[config.mk]
export PLATFORM = sky130hd
export DESIGN_NAME = bmp_upload
export DESIGN_NICKNAME = d
export VERILOG_FILES = /design/src/rtl/bmp_pkg.sv /design/src/rtl/bmp_hdr_rom.sv /design/src/rtl/bmp_upload.sv
export SDC_FILE = /design/constraint.sdc
export NUM_CORES = 1
export LEC_CHECK = 0
export BUFFER_PORTS_ARGS = -buffer_cell sky130_fd_sc_hd__buf_4
export CAP_MARGIN = 20
export CORE_MARGIN = 2
export CORE_UTILIZATION = 37
export CTS_CLUSTER_SIZE = 12
export DETAILED_ROUTE_END_ITERATION = 6
export GPL_TIMING_DRIVEN = 0
export PLACE_DENSITY_LB_ADDON = 0.08
export SETUP_SLACK_MARGIN = 0.02
export SLEW_MARGIN = 20
export SYNTH_ARGS = -nofsm -noshare
export SYNTH_HDL_FRONTEND = slang
export SYNTH_SLANG_ARGS = --single-unit
[constraint.sdc]
create_clock -name clk_sys -period 3.6 [get_ports clk_sys]
set_clock_uncertainty 0.2 [all_clocks]
set_input_delay 0.72 -clock clk_sys [delete_from_list [all_inputs] [get_ports clk_sys]]
set_output_delay 0.72 -clock clk_sys [all_outputs]
set_load 0.02 [all_outputs]
[src/rtl/bmp_pkg.sv]
// bmp_pkg: BMP header layout, format constants and file-length helpers shared by upload and download sides
package bmp_pkg;
  localparam int BMP_BPP = 32;
  localparam int DIB_LEN = 40;
  localparam int OFS_SIG = 0;
  localparam int OFS_FSIZE = 2;
  localparam int OFS_RSVD = 6;
  localparam int OFS_DATA = 10;
  localparam int OFS_DIB = 14;
  localparam int OFS_W = 18;
  localparam int OFS_H = 22;
  localparam int OFS_PLANES = 26;
  localparam int OFS_BPP = 28;
  localparam int OFS_END = 30;
  typedef enum logic [2:0] {IDLE, HDR, FETCH, WAIT, READY, PAST} upl_state_t;
  function automatic logic [31:0] bmp_file_len(input logic [31:0] hdr_len, input logic [31:0] w, input logic [31:0] h);
    return hdr_len + w * h * 32'(BMP_BPP / 8);
  endfunction
  function automatic logic [7:0] le_byte(input logic [31:0] v, input logic [1:0] k);
    return 8'(v >> {k, 3'b000});
  endfunction
endpackage

[src/rtl/bmp_hdr_rom.sv]
// bmp_hdr_rom: combinational BMP/DIB header byte generator for a 32-bpp bottom-up image
module bmp_hdr_rom
  import bmp_pkg::*;
#(
  parameter int HDR_LEN = 54
) (
  input  logic [31:0] index,
  input  logic [31:0] width,
  input  logic [31:0] height,
  output logic [7:0]  data
);
  logic [31:0] file_len;
  assign file_len = bmp_file_len(32'(HDR_LEN), width, height);
  // each field is a little-endian slice selected by the byte index
  always_comb
    data = index == 32'(OFS_SIG)     ? 8'h42 :
           index == 32'(OFS_SIG + 1) ? 8'h4D :
           index <  32'(OFS_RSVD)    ? le_byte(file_len, 2'(index - 32'(OFS_FSIZE))) :
           index <  32'(OFS_DATA)    ? 8'h00 :
           index <  32'(OFS_DIB)     ? le_byte(32'(HDR_LEN), 2'(index - 32'(OFS_DATA))) :
           index <  32'(OFS_W)       ? le_byte(32'(DIB_LEN), 2'(index - 32'(OFS_DIB))) :
           index <  32'(OFS_H)       ? le_byte(width, 2'(index - 32'(OFS_W))) :
           index <  32'(OFS_PLANES)  ? le_byte(height, 2'(index - 32'(OFS_H))) :
           index == 32'(OFS_PLANES)  ? 8'd1 :
           index == 32'(OFS_BPP)     ? 8'(BMP_BPP) :
           8'h00;
endmodule

[src/rtl/bmp_upload.sv]
// bmp_upload: serves the SDRAM frame buffer as a 32-bpp BMP file to data_io, one byte at a time
module bmp_upload
  import bmp_pkg::*;
#(
  parameter int WIDTH   = 640,
  parameter int HEIGHT  = 312,
  parameter int HDR_LEN = 54,
  parameter int SD_BASE = 0
) (
  input  logic        clk_sys,
  input  logic        reset,
  input  logic        ioctl_upload,
  input  logic [24:0] ioctl_addr,
  input  logic        ioctl_wr,
  output logic [7:0]  ioctl_din,
  output logic        port_req,
  input  logic        port_ack,
  output logic [22:0] port_a,
  output logic [1:0]  port_ds,
  output logic        port_we,
  input  logic [15:0] port_q,
  output logic        upl_busy
);
  localparam logic [31:0] FILE_LEN = bmp_file_len(32'(HDR_LEN), 32'(WIDTH), 32'(HEIGHT));
  upl_state_t state, nxt;
  logic        upl_q, in_hdr, past, hit, acked;
  logic [15:0] word;
  logic [7:0]  hdr_byte, hdr_din;
  logic [31:0] a;
  logic [23:0] p;
  assign a       = 32'(ioctl_addr);
  assign p       = 24'(32'(SD_BASE) + a - 32'(HDR_LEN));
  assign in_hdr  = a < 32'(HDR_LEN);
  assign past    = a >= FILE_LEN;
  assign nxt     = in_hdr ? HDR : past ? PAST : FETCH;
  assign hit     = nxt == FETCH && p[23:1] == port_a;
  assign acked   = port_ack == port_req;
  assign hdr_din = in_hdr ? hdr_byte : 8'h00;
  assign port_we = 1'b0;
  assign port_ds = 2'b11;
  bmp_hdr_rom #(.HDR_LEN(HDR_LEN)) u_hdr (
    .index (a),
    .width (32'(WIDTH)),
    .height(32'(HEIGHT)),
    .data  (hdr_byte)
  );
  // upload FSM: the current address is always the newest one, so re-evaluating it after an ack covers strobes seen mid-fetch
  always_ff @(posedge clk_sys) begin
    if (reset) begin
      state     <= IDLE;
      ioctl_din <= 8'h00;
      port_req  <= port_ack;
      port_a    <= '0;
      upl_busy  <= 1'b0;
      word      <= '0;
      upl_q     <= 1'b0;
    end else begin
      upl_q <= ioctl_upload;
      if (!ioctl_upload) begin
        state     <= IDLE;
        upl_busy  <= 1'b0;
        ioctl_din <= hdr_din;
      end else begin
        case (state)
          IDLE: begin
            ioctl_din <= hdr_din;
            if (!upl_q) state <= nxt;
          end
          HDR: begin
            ioctl_din <= hdr_din;
            if (ioctl_wr && !in_hdr) state <= nxt;
          end
          FETCH:
            if (nxt != FETCH) state <= nxt;
            else if (acked) begin
              port_a   <= p[23:1];
              port_req <= ~port_req;
              upl_busy <= 1'b1;
              state    <= WAIT;
            end
          WAIT:
            if (acked) begin
              word      <= port_q;
              ioctl_din <= past ? 8'h00 : p[0] ? port_q[15:8] : port_q[7:0];
              upl_busy  <= 1'b0;
              state     <= hit ? READY : nxt;
            end
          READY: begin
            ioctl_din <= past ? 8'h00 : p[0] ? word[15:8] : word[7:0];
            if (ioctl_wr && !hit) state <= nxt;
          end
          default: ioctl_din <= hdr_din;
        endcase
      end
    end
  end
endmodule
==> results of run 1 <==
[layer usage]
layer	global-route usage, %	wire, um	vias up
met2	36.0	5670	86
met3	3.32	441	4
met5	0	0	-
met1	28.1	5280	1790
li1	-	-	1863
met4	4.15	69	0
[Yosys cell counts (all sizes together) (4+ instances only)]
| master | number | area, um2 |
|---|---|---|
| or3 | 5 | 31.3 |
| clkbuf | 24 | 90.1 |
| a21oi | 33 | 169 |
| and3 | 4 | 25.0 |
| or4 | 7 | 67.6 |
| nand2 | 67 | 254 |
| buf | 11 | 71.3 |
| o211ai | 4 | 35.0 |
| o21a | 5 | 37.5 |
| nand3 | 12 | 60.1 |
| nor3 | 12 | 75.1 |
| o22ai | 11 | 68.8 |
| mux2i | 17 | 170 |
| o21ai | 18 | 90.1 |
| nor2 | 50 | 188 |
| a31oi | 5 | 31.3 |
| dfxtp | 52 | 1040 |
| a22oi | 5 | 37.5 |
| nor4 | 7 | 80.1 |
| xor2 | 13 | 114 |
| a211oi | 19 | 143 |
| xnor2 | 23 | 201 |
| inv | 10 | 37.5 |
[cell type report]
cell class	count	share of cell area, %
buffer	34	3.51
tap	133	3.62
sequential	53	23.3
clock inverter	3	0.462
inverter	10	0.816
multi-input combinational	376	54.4
clock buffer	5	1.50
timing repair buffer	76	12.4
[cells in the final DEF, fill, tap and decap left out, types with 5 or more instances in the layout]
| master | netlist | final |
|---|---|---|
| mux2i_1 | 17 | 17 |
| clkbuf_1 | 24 | 20 |
| buf_2 | 6 | 6 |
| nand2_1 | 66 | 66 |
| a22oi_1 | 5 | 5 |
| o21ai_0 | 18 | 18 |
| inv_1 | 10 | 10 |
| xor2_1 | 13 | 13 |
| clkbuf_8 | 0 | 5 |
| dfxtp_1 | 52 | 52 |
| or3_1 | 5 | 5 |
| nor2_1 | 50 | 50 |
| a21oi_1 | 32 | 32 |
| o22ai_1 | 11 | 11 |
| o21a_1 | 5 | 5 |
| xnor2_1 | 23 | 23 |
| a31oi_1 | 5 | 5 |
| nand3_1 | 12 | 12 |
| nor3_1 | 9 | 8 |
| buf_4 | 4 | 80 |
| a211oi_1 | 19 | 19 |
[registers in the layout (all words and copies together) (netlist names)]
signal / cells
port_req: 1
state: 3
port_a: 23
word: 16
ioctl_din: 8
upl_q: 1
upl_busy: 1
[logic make-up (layout without fill, tap and decap cells)]
| kind of cell | Yosys count | after routing | synth area share [%] |
|---|---|---|---|
| buffers and inverters | 45 | 128 | 5.34 |
| muxes | 18 | 18 | 4.87 |
| and+or+nand+nor | 189 | 189 | 26.7 |
| other | 2 | 3 | 0.202 |
| AOI/OAI and AO/OA | 124 | 124 | 22.8 |
| xor gates and xnor gates | 39 | 39 | 10.3 |
| adders and majority gates | 3 | 3 | 1.01 |
| DFF | 53 | 53 | 28.7 |
[repair_timing]
item                       CTS  global route
setup endpoints to repair   16            20
pin swaps                    1             3
buffers inserted             1             5
resized for setup            3             7
[metrics by stage]
stage	instance area [um2]	hold WS (ps)	total power [uW]	cells	utilization, %
after floorplan	3740	236	750	474	-
after global placement	4440	241	836	677	45.4
after detailed placement	4440	248	836	677	45.4
after CTS	4550	263	1200	686	46.5
after global routing	4600	279	1240	690	47.1
final	4600	265	1190	690	47.1
[worst max path at each step]
stage                     slack [ps]      startpoint   endpoint
after detailed placement        -520  ioctl_addr[21]  port_a[4]
after global routing               6   ioctl_addr[6]   state[1]
after floorplan                   30  ioctl_addr[10]   state[1]
after global placement          -510  ioctl_addr[21]  port_a[4]
after CTS                         60  ioctl_addr[21]  port_a[3]
final                             80   ioctl_addr[6]   state[1]
[worst max-delay path, delay by kind of cell]
| kind | cells | cell delay [ps] |
|---|---|---|
| compound gates | 4 | 860 |
| xor+xnor | 1 | 190 |
| buf+inv | 1 | 180 |
| simple gates | 3 | 1570 |
[power groups by stage]
stage	Combinational, uW	Clock (uW)	Sequential, uW
final	235	357	593
after global routing	258	390	594
after CTS	232	374	594
after detailed placement	229	0	607
after global placement	229	0	607
after floorplan	142	0	608
==> metrics.yaml, run 1 <==
routing:
  dr.pass1.iters: 4
  vias_per_cell: 5.42
  drt_iter0_markers: 171
  via_count: 3743
  drt_wl_total_um: 11500
  wl_per_cell_um: 16.6
  route.detailed.drc: 0
  ant_nets: 0
pwr:
  leakagePower_uw: 0.00174
  ir_drop_mv: 0.153
  power_density_mw_per_mm2: 258
  p_clk_share_pct: 30.1
  seqPwrFrac_pct: 50.1
  swShare_pct: 30.2
  p_int_uw: 827
  combPwrFrac_pct: 19.8
  p_switching_uw: 358
place:
  portBuffers: 70
  routabilityCongestion: 0.875
  preCtsSetupSlack_ps: -515
  hpwl_um: 8860
layout:
  n_antenna_cell: 0
  fillers: 1029
  syn2layout_area_growth_pct: 23.4
  regArea_mm2: 0.00107
  multi_input_area_mm2: 0.00250
  nNetsFinal: 605
  drive_gt1_share_pct: 22.4
timing:
  grt_setup_unrepaired: "no"
  max_freq_ghz: 0.284
  worst_pin_slew_ps: 726
  period_minus_slack_ps: 3520
  finalWorstSetupSlack_ps: 79.4
  setup_viol: 0
  slew_viol_final: 0
  tns_ps: 0
  period_share_pct: 97.8
  relSlewSlack_pct: 51.6
  hold_violations: 0
grt:
  grt_max_degree: 18
  grt_pass1_wl_um: 18600
  grt_usage_pct: 21.1
  grt_antenna_before_repair: 0
  overflow: 0
  grt_pass1_vias: 3589
setup_path:
  worstPathArrival_ps: 3530
  r2r-end: "state[1]"
  endpoint_kind: "flip-flop"
  crit_type: "primary input to flip-flop"
  critPathMaxFanout: 9
  critical_path.startpoint_type: "primary input"
  slowest_stage: "or4b_1"
  required_ps: 3610
  reg2regPathDepth: 8
  max_stage_delay_ps: 590
  path_cells: "clkbuf_2 -> nor4_4 -> o2111ai_2 -> or4b_1 -> xnor2_1 -> or4b_4 -> a2111oi_4 -> a21oi_2 -> a21o_1"
  crit-reg2reg-launch: "port_a[4]"
  reg2reg_slack_ps: 810
die:
  ios: 82
  initial_core_util_pct: 38.1
  rows: 36
  placeableCoreArea_mm2: 0.00977
  die_h_um: 104
  dieArea_mm2: 0.0109
  die_w_um: 104
yosys:
  synth_ff_type: "dfxtp_1"
  async_flop_share_pct: 0
  synth_area_mm2: 0.00373
  synth_edf_count: 1
  synth_cell_type_count: 71
  yosys_warnings: 0
  syn_avg_cell_area_um2: 7.88
  syn_inst: 473
  ys_seq_area_share_pct: 28.7
  ys_ff_latch: 53
clock_tree:
  clockRootBuffer: "clkbuf_8"
  clock_latency_ps: 310
  clkTransAtPathRegs_ps: 100
  clock-sinks: 53
  cts_tree: "built"
  clock_path_buffers: 2
  cts_buffers: 5
  h-tree-depth: 2
  hold_buffers: 0
min_path:
  worstHoldEndpoint: "word[2]"
  hold_depth: 2
  hp-start: "word[2]"
  holdCritPathClass: "flip-flop to flip-flop"
run:
  max_cap_violations: 0
run_status:
  run_status: "completed"
Power figures use the tool's default switching activity.
==> run 2: changes to the inputs <==
--- a/config.mk
+++ b/config.mk
@@ -13,6 +13,7 @@
 export DETAILED_ROUTE_END_ITERATION = 6
 export GPL_TIMING_DRIVEN = 0
 export PLACE_DENSITY_LB_ADDON = 0.08
+export RECOVER_POWER = 25
 export SETUP_SLACK_MARGIN = 0.02
 export SLEW_MARGIN = 20
 export SYNTH_ARGS = -nofsm -noshare
==> run 2 against run 1 <==
Flip-flop and latch count is the same. Critical path depth is the same. Register-to-register slack is essentially flat. Core utilization shrank 0.77 points. Final cell count is the same. Sequential power is essentially flat. Worst hold slack lost 1.2 ps. Critical path type unchanged. Final area shrank 1.6%. Via count shrank 0.37%.
==> metrics.yaml, run 2 (same netlist as run 1, synthesis figures left out) <==
run_status:
  run_status: "completed"  # unchanged
routing:
  wl_per_cell_um: 16.6  # about the same
  route.detailed.drc: 0  # unchanged
  via_count: 3729  # was 3743
  drt_iter0_markers: 169  # was 171
  dr.pass1.iters: 4  # unchanged
  vias_per_cell: 5.40  # was 5.42
  drt_wl_total_um: 11400  # was 11500 um
  ant_nets: 0  # unchanged
layout:
  reg_top3: "port_a x23, word x16, ioctl_din x8"  # unchanged
  top_register: "port_a"  # unchanged
  fillers: 1048  # was 1029
  nNetsFinal: 605  # unchanged
  final_cell_mix: "66 x nand2_1, 60 x buf_4, 52 x dfxtp_1"  # was 80 x buf_4, 66 x nand2_1, 52 x dfxtp_1
  largest_reg_flops: 23  # unchanged
  drive_gt1_share_pct: 18.9  # was 22.4%
  n_antenna_cell: 0  # unchanged
  post-route-util_pct: 46.3  # was 47.1%
  syn2layout_area_growth_pct: 21.4  # was 23.4%
  final_common_cell: "nand2_1"  # was buf_4
timing:
  hold_violations: 0  # unchanged
  period_minus_slack_ps: 3510  # was 3520 ps
  max_freq_ghz: 0.285  # was 0.284 GHz
  slew_viol_final: 0  # unchanged
  relSlewSlack_pct: 51.1  # was 51.6%
  timing.hold.ws_ps: 263  # was 265 ps
  worst_pin_slew_ps: 734  # was 726 ps
  setup_viol: 0  # unchanged
  grt_setup_unrepaired: "no"  # unchanged
  period_share_pct: 97.6  # was 97.8%
pwr:
  ir_drop_mv: 0.153  # about the same
  power_density_mw_per_mm2: 262  # was 258 mW/mm2
  leakagePower_uw: 0.00165  # was 0.00174 uW
grt:
  grt_pass1_wl_um: 18600  # unchanged
  grt_max_degree: 18  # unchanged
  overflow: 0  # unchanged
  grt_antenna_before_repair: 0  # unchanged
  grt_usage_pct: 21.1  # unchanged
  grt_pass1_vias: 3589  # unchanged
clock_tree:
  hold_buffers: 0  # unchanged
  clkTransAtPathRegs_ps: 100  # about the same
  cts_tree: "built"  # unchanged
  cts_buffers: 5  # unchanged
  clock-sinks: 53  # unchanged
  clock_latency_ps: 310  # about the same
  clock_path_buffers: 2  # unchanged
  clockRootBuffer: "clkbuf_8"  # unchanged
  h-tree-depth: 2  # unchanged
die:
  ios: 82  # unchanged
  initial_core_util_pct: 38.1  # unchanged
  rows: 36  # unchanged
  die_h_um: 104  # unchanged
  die_w_um: 104  # unchanged
  placeableCoreArea_mm2: 0.00977  # unchanged
  dieArea_mm2: 0.0109  # unchanged
setup_path:
  worstPathArrival_ps: 3520  # was 3530 ps
  crit_family: "simple AND/OR/NAND/NOR gates"  # unchanged
  crit_buf_inv: 1  # unchanged
  reg2regPathDepth: 8  # unchanged
  max_stage_delay_ps: 590  # about the same
  required_ps: 3610  # about the same
  crit_cells: 9  # unchanged
  critical_path.startpoint_type: "primary input"  # unchanged
  crit_type: "primary input to flip-flop"  # unchanged
  path_cells: "clkbuf_2 -> nor4_4 -> o2111ai_2 -> or4b_1 -> xnor2_1 -> or4b_4 -> a2111oi_4 -> a21oi_2 -> a21o_1"  # unchanged
  endpoint_kind: "flip-flop"  # unchanged
  slowest_stage: "or4b_1"  # unchanged
  critPathMaxFanout: 9  # unchanged
min_path:
  holdCritPathClass: "flip-flop to flip-flop"  # unchanged
  hold_depth: 2  # unchanged
run:
  max_cap_violations: 0  # unchanged
place:
  routabilityCongestion: 0.875  # unchanged
  hpwl_um: 8860  # unchanged
  portBuffers: 70  # unchanged
==> run 2: cell count changes in the layout (fill, tap and decap cells not counted), sizes merged <==
cell,previous run,this run
buf,87,67
clkbuf,28,48
==> run 2: cell type report <==
| type | count | area (um2) | share of cell area, % |
|---|---|---|---|
| clock inverters | 3 | 21.3 | 0.470 |
| multi-input cells | 376 | 2500 | 55.3 |
| plain buffers | 34 | 161 | 3.57 |
| well taps | 133 | 166 | 3.68 |
| repair buffers | 76 | 495 | 11.0 |
| clock buffers | 5 | 68.8 | 1.52 |
| flip-flops and latches | 53 | 1070 | 23.7 |
| inverters | 10 | 37.5 | 0.830 |
==> run 2: what timing repair did <==
item | 4_1_cts | 5_1_grt
gates resized for setup | 3 | 7
buffers inserted | 1 | 5
pin swaps | 1 | 3
endpoints found under the setup margin | 16 | 20
==> run 2: final timing paths <==
| kind | slack (ps) | to | from |
|---|---|---|---|
| setup / recovery | 90 | state[1] | ioctl_addr[6] |
| hold / removal | 260 | word[13] | word[13] |
| setup reg to reg | 810 | state[1] | port_a[4] |
| hold reg to reg | 260 | word[13] | word[13] |
==> run 2: per-layer routing <==
| metal | global-route usage (%) | routed length (um) |
|---|---|---|
| met5 | 0 | 0 |
| met4 | 4.15 | 69 |
| met3 | 3.32 | 494 |
| met2 | 36.0 | 5660 |
| met1 | 28.1 | 5220 |
==> run 2: where the power goes <==
part	leakage (uW)	total, uW	internal (uW)	switching (uW)
sequential	0.000429	593	591	2.27
combinational	0.00118	235	96.8	138
clock	0.0000445	355	139	216
==> run 2: per-stage QoR <==
step / setup TNS [ps] / power, uW / instance area, um2 / std cells / setup slack (ps)
2_1_floorplan: 0 / 750 / 3740 / 474 / 31.3
3_3_place_gp: -9440 / 836 / 4440 / 677 / -515
3_5_place_dp: -9210 / 836 / 4440 / 677 / -515
4_1_cts: 0 / 1200 / 4550 / 686 / 61.0
5_1_grt: 0 / 1240 / 4520 / 690 / 5.90
6_report: 0 / 1180 / 4520 / 690 / 86.0
==> run 2: worst register-to-register path, stage by stage (launching register included) <==
cell	delay [ps]
dfxtp_1	340
xnor2_1	220
mux2_2	360
mux2i_1	200
o2111ai_1	170
or4b_4	550
a2111oi_4	350
a21oi_2	130
a21o_1	170
==> run 3: changes to the inputs <==
--- a/config.mk
+++ b/config.mk
@@ -5,7 +5,7 @@
 export SDC_FILE = /design/constraint.sdc
 export NUM_CORES = 1
 export LEC_CHECK = 0
-export BUFFER_PORTS_ARGS = -buffer_cell sky130_fd_sc_hd__buf_4
+export BUFFER_PORTS_ARGS = -buffer_cell sky130_fd_sc_hd__buf_2
 export CAP_MARGIN = 20
 export CORE_MARGIN = 2
 export CORE_UTILIZATION = 37
==> run 3 against run 2 <==
Worst setup slack got worse by 46 ps. Power decreased by 1.0%. Core utilization decreased by 1.3 points. Routed wire length increased by 0.80%. Non-clock buffer count decreased by 1. Critical path type unchanged. Global-route usage decreased by 0.17 points. Via count increased by 0.24%. Worst hold slack got worse by 1.7 ps.
==> metrics.yaml, run 3 (same netlist as run 1, synthesis figures left out) <==
run_status:
  run_status: "completed"  # unchanged
routing:
  vias_per_cell: 5.43  # was 5.40
  via_count: 3738  # was 3729
  ant_nets: 0  # unchanged
  dr.max_layer_used: "met4"  # unchanged
  drt_wl_total_um: 11500  # was 11400 um
  dr_wl_met2_um: 5510  # was 5660 um
  route.detailed.drc: 0  # unchanged
  met3_length_um: 402  # was 494 um
  wl_per_cell_um: 16.7  # was 16.6 um
  routedLengthMet1_um: 5400  # was 5220 um
  dr.pass1.iters: 4  # unchanged
  drt_iter0_markers: 144  # was 169
layout:
  drive_gt1_share_pct: 18.3  # was 18.9%
  syn2layout_area_growth_pct: 18.0  # was 21.4%
  top_register: "port_a"  # unchanged
  n_antenna_cell: 0  # unchanged
  largest_reg_flops: 23  # unchanged
  regArea_mm2: 0.00107  # unchanged
  multi_input_area_mm2: 0.00251  # was 0.00250 mm2
  post-route-util_pct: 45.0  # was 46.3%
  final_cell_mix: "66 x nand2_1, 56 x buf_2, 52 x dfxtp_1"  # was 66 x nand2_1, 60 x buf_4, 52 x dfxtp_1
  final_common_cell: "nand2_1"  # unchanged
  reg_top3: "port_a x23, word x16, ioctl_din x8"  # unchanged
  nNetsFinal: 604  # was 605
  instances_no_fill: 689  # was 690
  fillers: 1086  # was 1048
place:
  preCtsSetupSlack_ps: -594  # was -515 ps
  hpwl_um: 8840  # was 8860 um
  placed_cells: 677  # unchanged
  routabilityCongestion: 0.884  # was 0.875
  portBuffers: 70  # unchanged
clock_tree:
  clockRootBuffer: "clkbuf_8"  # unchanged
  cts_tree: "built"  # unchanged
  clkTransAtPathRegs_ps: 100  # about the same
  h-tree-depth: 2  # unchanged
  clock_path_buffers: 2  # unchanged
  cts_buffers: 5  # unchanged
  clock-sinks: 53  # unchanged
  clock_latency_ps: 310  # about the same
  hold_buffers: 0  # unchanged
setup_path:
  critical_path.startpoint_type: "primary input"  # unchanged
  reg2regPathDepth: 8  # unchanged
  required_ps: 3620  # was 3610 ps
  endpoint_kind: "flip-flop"  # unchanged
  worstPathArrival_ps: 3580  # was 3520 ps
  reg2reg_slack_ps: 800  # was 810 ps
  critPathMaxFanout: 9  # unchanged
  crit_type: "primary input to flip-flop"  # unchanged
  r2r-end: "state[1]"  # unchanged
  crit-reg2reg-launch: "port_a[4]"  # unchanged
pwr:
  p_clk_share_pct: 30.3  # was 30.0%
  p_int_uw: 814  # was 827 uW
  swShare_pct: 30.5  # was 30.1%
  combPwrFrac_pct: 19.1  # was 19.8%
  power_density_mw_per_mm2: 266  # was 262 mW/mm2
  seqPwrFrac_pct: 50.6  # was 50.1%
  ir_drop_mv: 0.138  # was 0.153 mV
  leakagePower_uw: 0.00163  # was 0.00165 uW
  p_switching_uw: 358  # was 356 uW
grt:
  grt_antenna_before_repair: 0  # unchanged
  overflow: 0  # unchanged
  grt_max_degree: 17  # was 18
  grt_pass1_wl_um: 18400  # was 18600 um
  grt_usage_pct: 20.9  # was 21.1%
  grt_pass1_vias: 3499  # was 3589
die:
  die_h_um: 104  # unchanged
  die_w_um: 104  # unchanged
  placeableCoreArea_mm2: 0.00977  # unchanged
  rows: 36  # unchanged
  dieArea_mm2: 0.0109  # unchanged
  ios: 82  # unchanged
  initial_core_util_pct: 38.1  # unchanged
timing:
  slew_viol_final: 0  # unchanged
  period_minus_slack_ps: 3560  # was 3510 ps
  grt_setup_unrepaired: "no"  # unchanged
  relSlewSlack_pct: 51.8  # was 51.1%
  setup_viol: 0  # unchanged
  worst_pin_slew_ps: 723  # was 734 ps
  max_freq_ghz: 0.281  # was 0.285 GHz
  period_share_pct: 98.9  # was 97.6%
  hold_violations: 0  # unchanged
  finalWorstSetupSlack_ps: 40.3  # was 86.0 ps
min_path:
  worstHoldEndpoint: "word[15]"  # was word[13]
  hp-start: "word[15]"  # was word[13]
  holdCritPathClass: "flip-flop to flip-flop"  # unchanged
  hold_depth: 2  # unchanged
run:
  max_cap_violations: 0  # unchanged
-- run 3: changes by cell type in the layout (fill, tap and decap cells not counted), sizes merged --
cell,before,now
clkbuf,48,49
clkinv,1,0
inv,11,10
clkinvlp,1,2
buf,67,66
-- run 3: repair_timing --
action                                  CTS  global route
pin swaps                                 1             2
setup buffers                             1             4
endpoints found under the setup margin   16            19
gates resized for setup                   3             7
-- run 3: metrics by stage --
| step | hold slack [ps] | cell area [um2] | TNS (ps) | power [uW] |
|---|---|---|---|---|
| after floorplan | 236 | 3740 | 0 | 750 |
| after global placement | 242 | 4260 | -10030 | 824 |
| after detailed placement | 248 | 4260 | -10820 | 824 |
| after CTS | 263 | 4370 | 0 | 1190 |
| after global routing | 289 | 4400 | 0 | 1230 |
| final | 262 | 4400 | 0 | 1170 |
-- run 3: worst max-delay path by stage --
| stage | from | end | cells past startpoint |
|---|---|---|---|
| final | ioctl_addr[6] | state[1] | 9 |
| after global routing | ioctl_addr[6] | state[1] | 9 |
| after CTS | ioctl_addr[21] | port_a[3] | 10 |
| after detailed placement | ioctl_addr[21] | port_a[6] | 8 |
| after global placement | ioctl_addr[21] | port_a[4] | 8 |
| after floorplan | ioctl_addr[10] | state[1] | 9 |
-- run 3: final cells by class --
type	instances	area share, %
Buffer	34	3.67
Clock buffer	6	1.65
Clock inverter	2	0.341
Inverter	10	0.854
Multi-Input combinational cell	376	57.1
Sequential cell	53	24.4
Tap cell	133	3.78
Timing Repair Buffer	75	8.25
-- run 3: worst max-delay path, cell delays in order --
cell and delay [ps]:
clkbuf_2 190, nor4_4 410, o2111ai_2 220, or4b_1 600, xnor2_1 200, or4b_4 610, a2111oi_4 350, a21oi_2 130
a21o_1 160
-- run 3: routing by layer --
metal | global-route usage [%] | vias up
met5 | 0 | -
met4 | 5.41 | 0
met2 | 35.1 | 91
met3 | 3.32 | 18
li1 | - | 1863
met1 | 27.9 | 1766
-- run 3: power groups by stage --
stage               Sequential [uW]  Clock (uW)  Combinational (uW)
floorplan                       608           0                 142
global placement                607           0                 217
detailed placement              607           0                 217
CTS                             593         375                 220
global route                    594         393                 245
finish                          593         355                 223
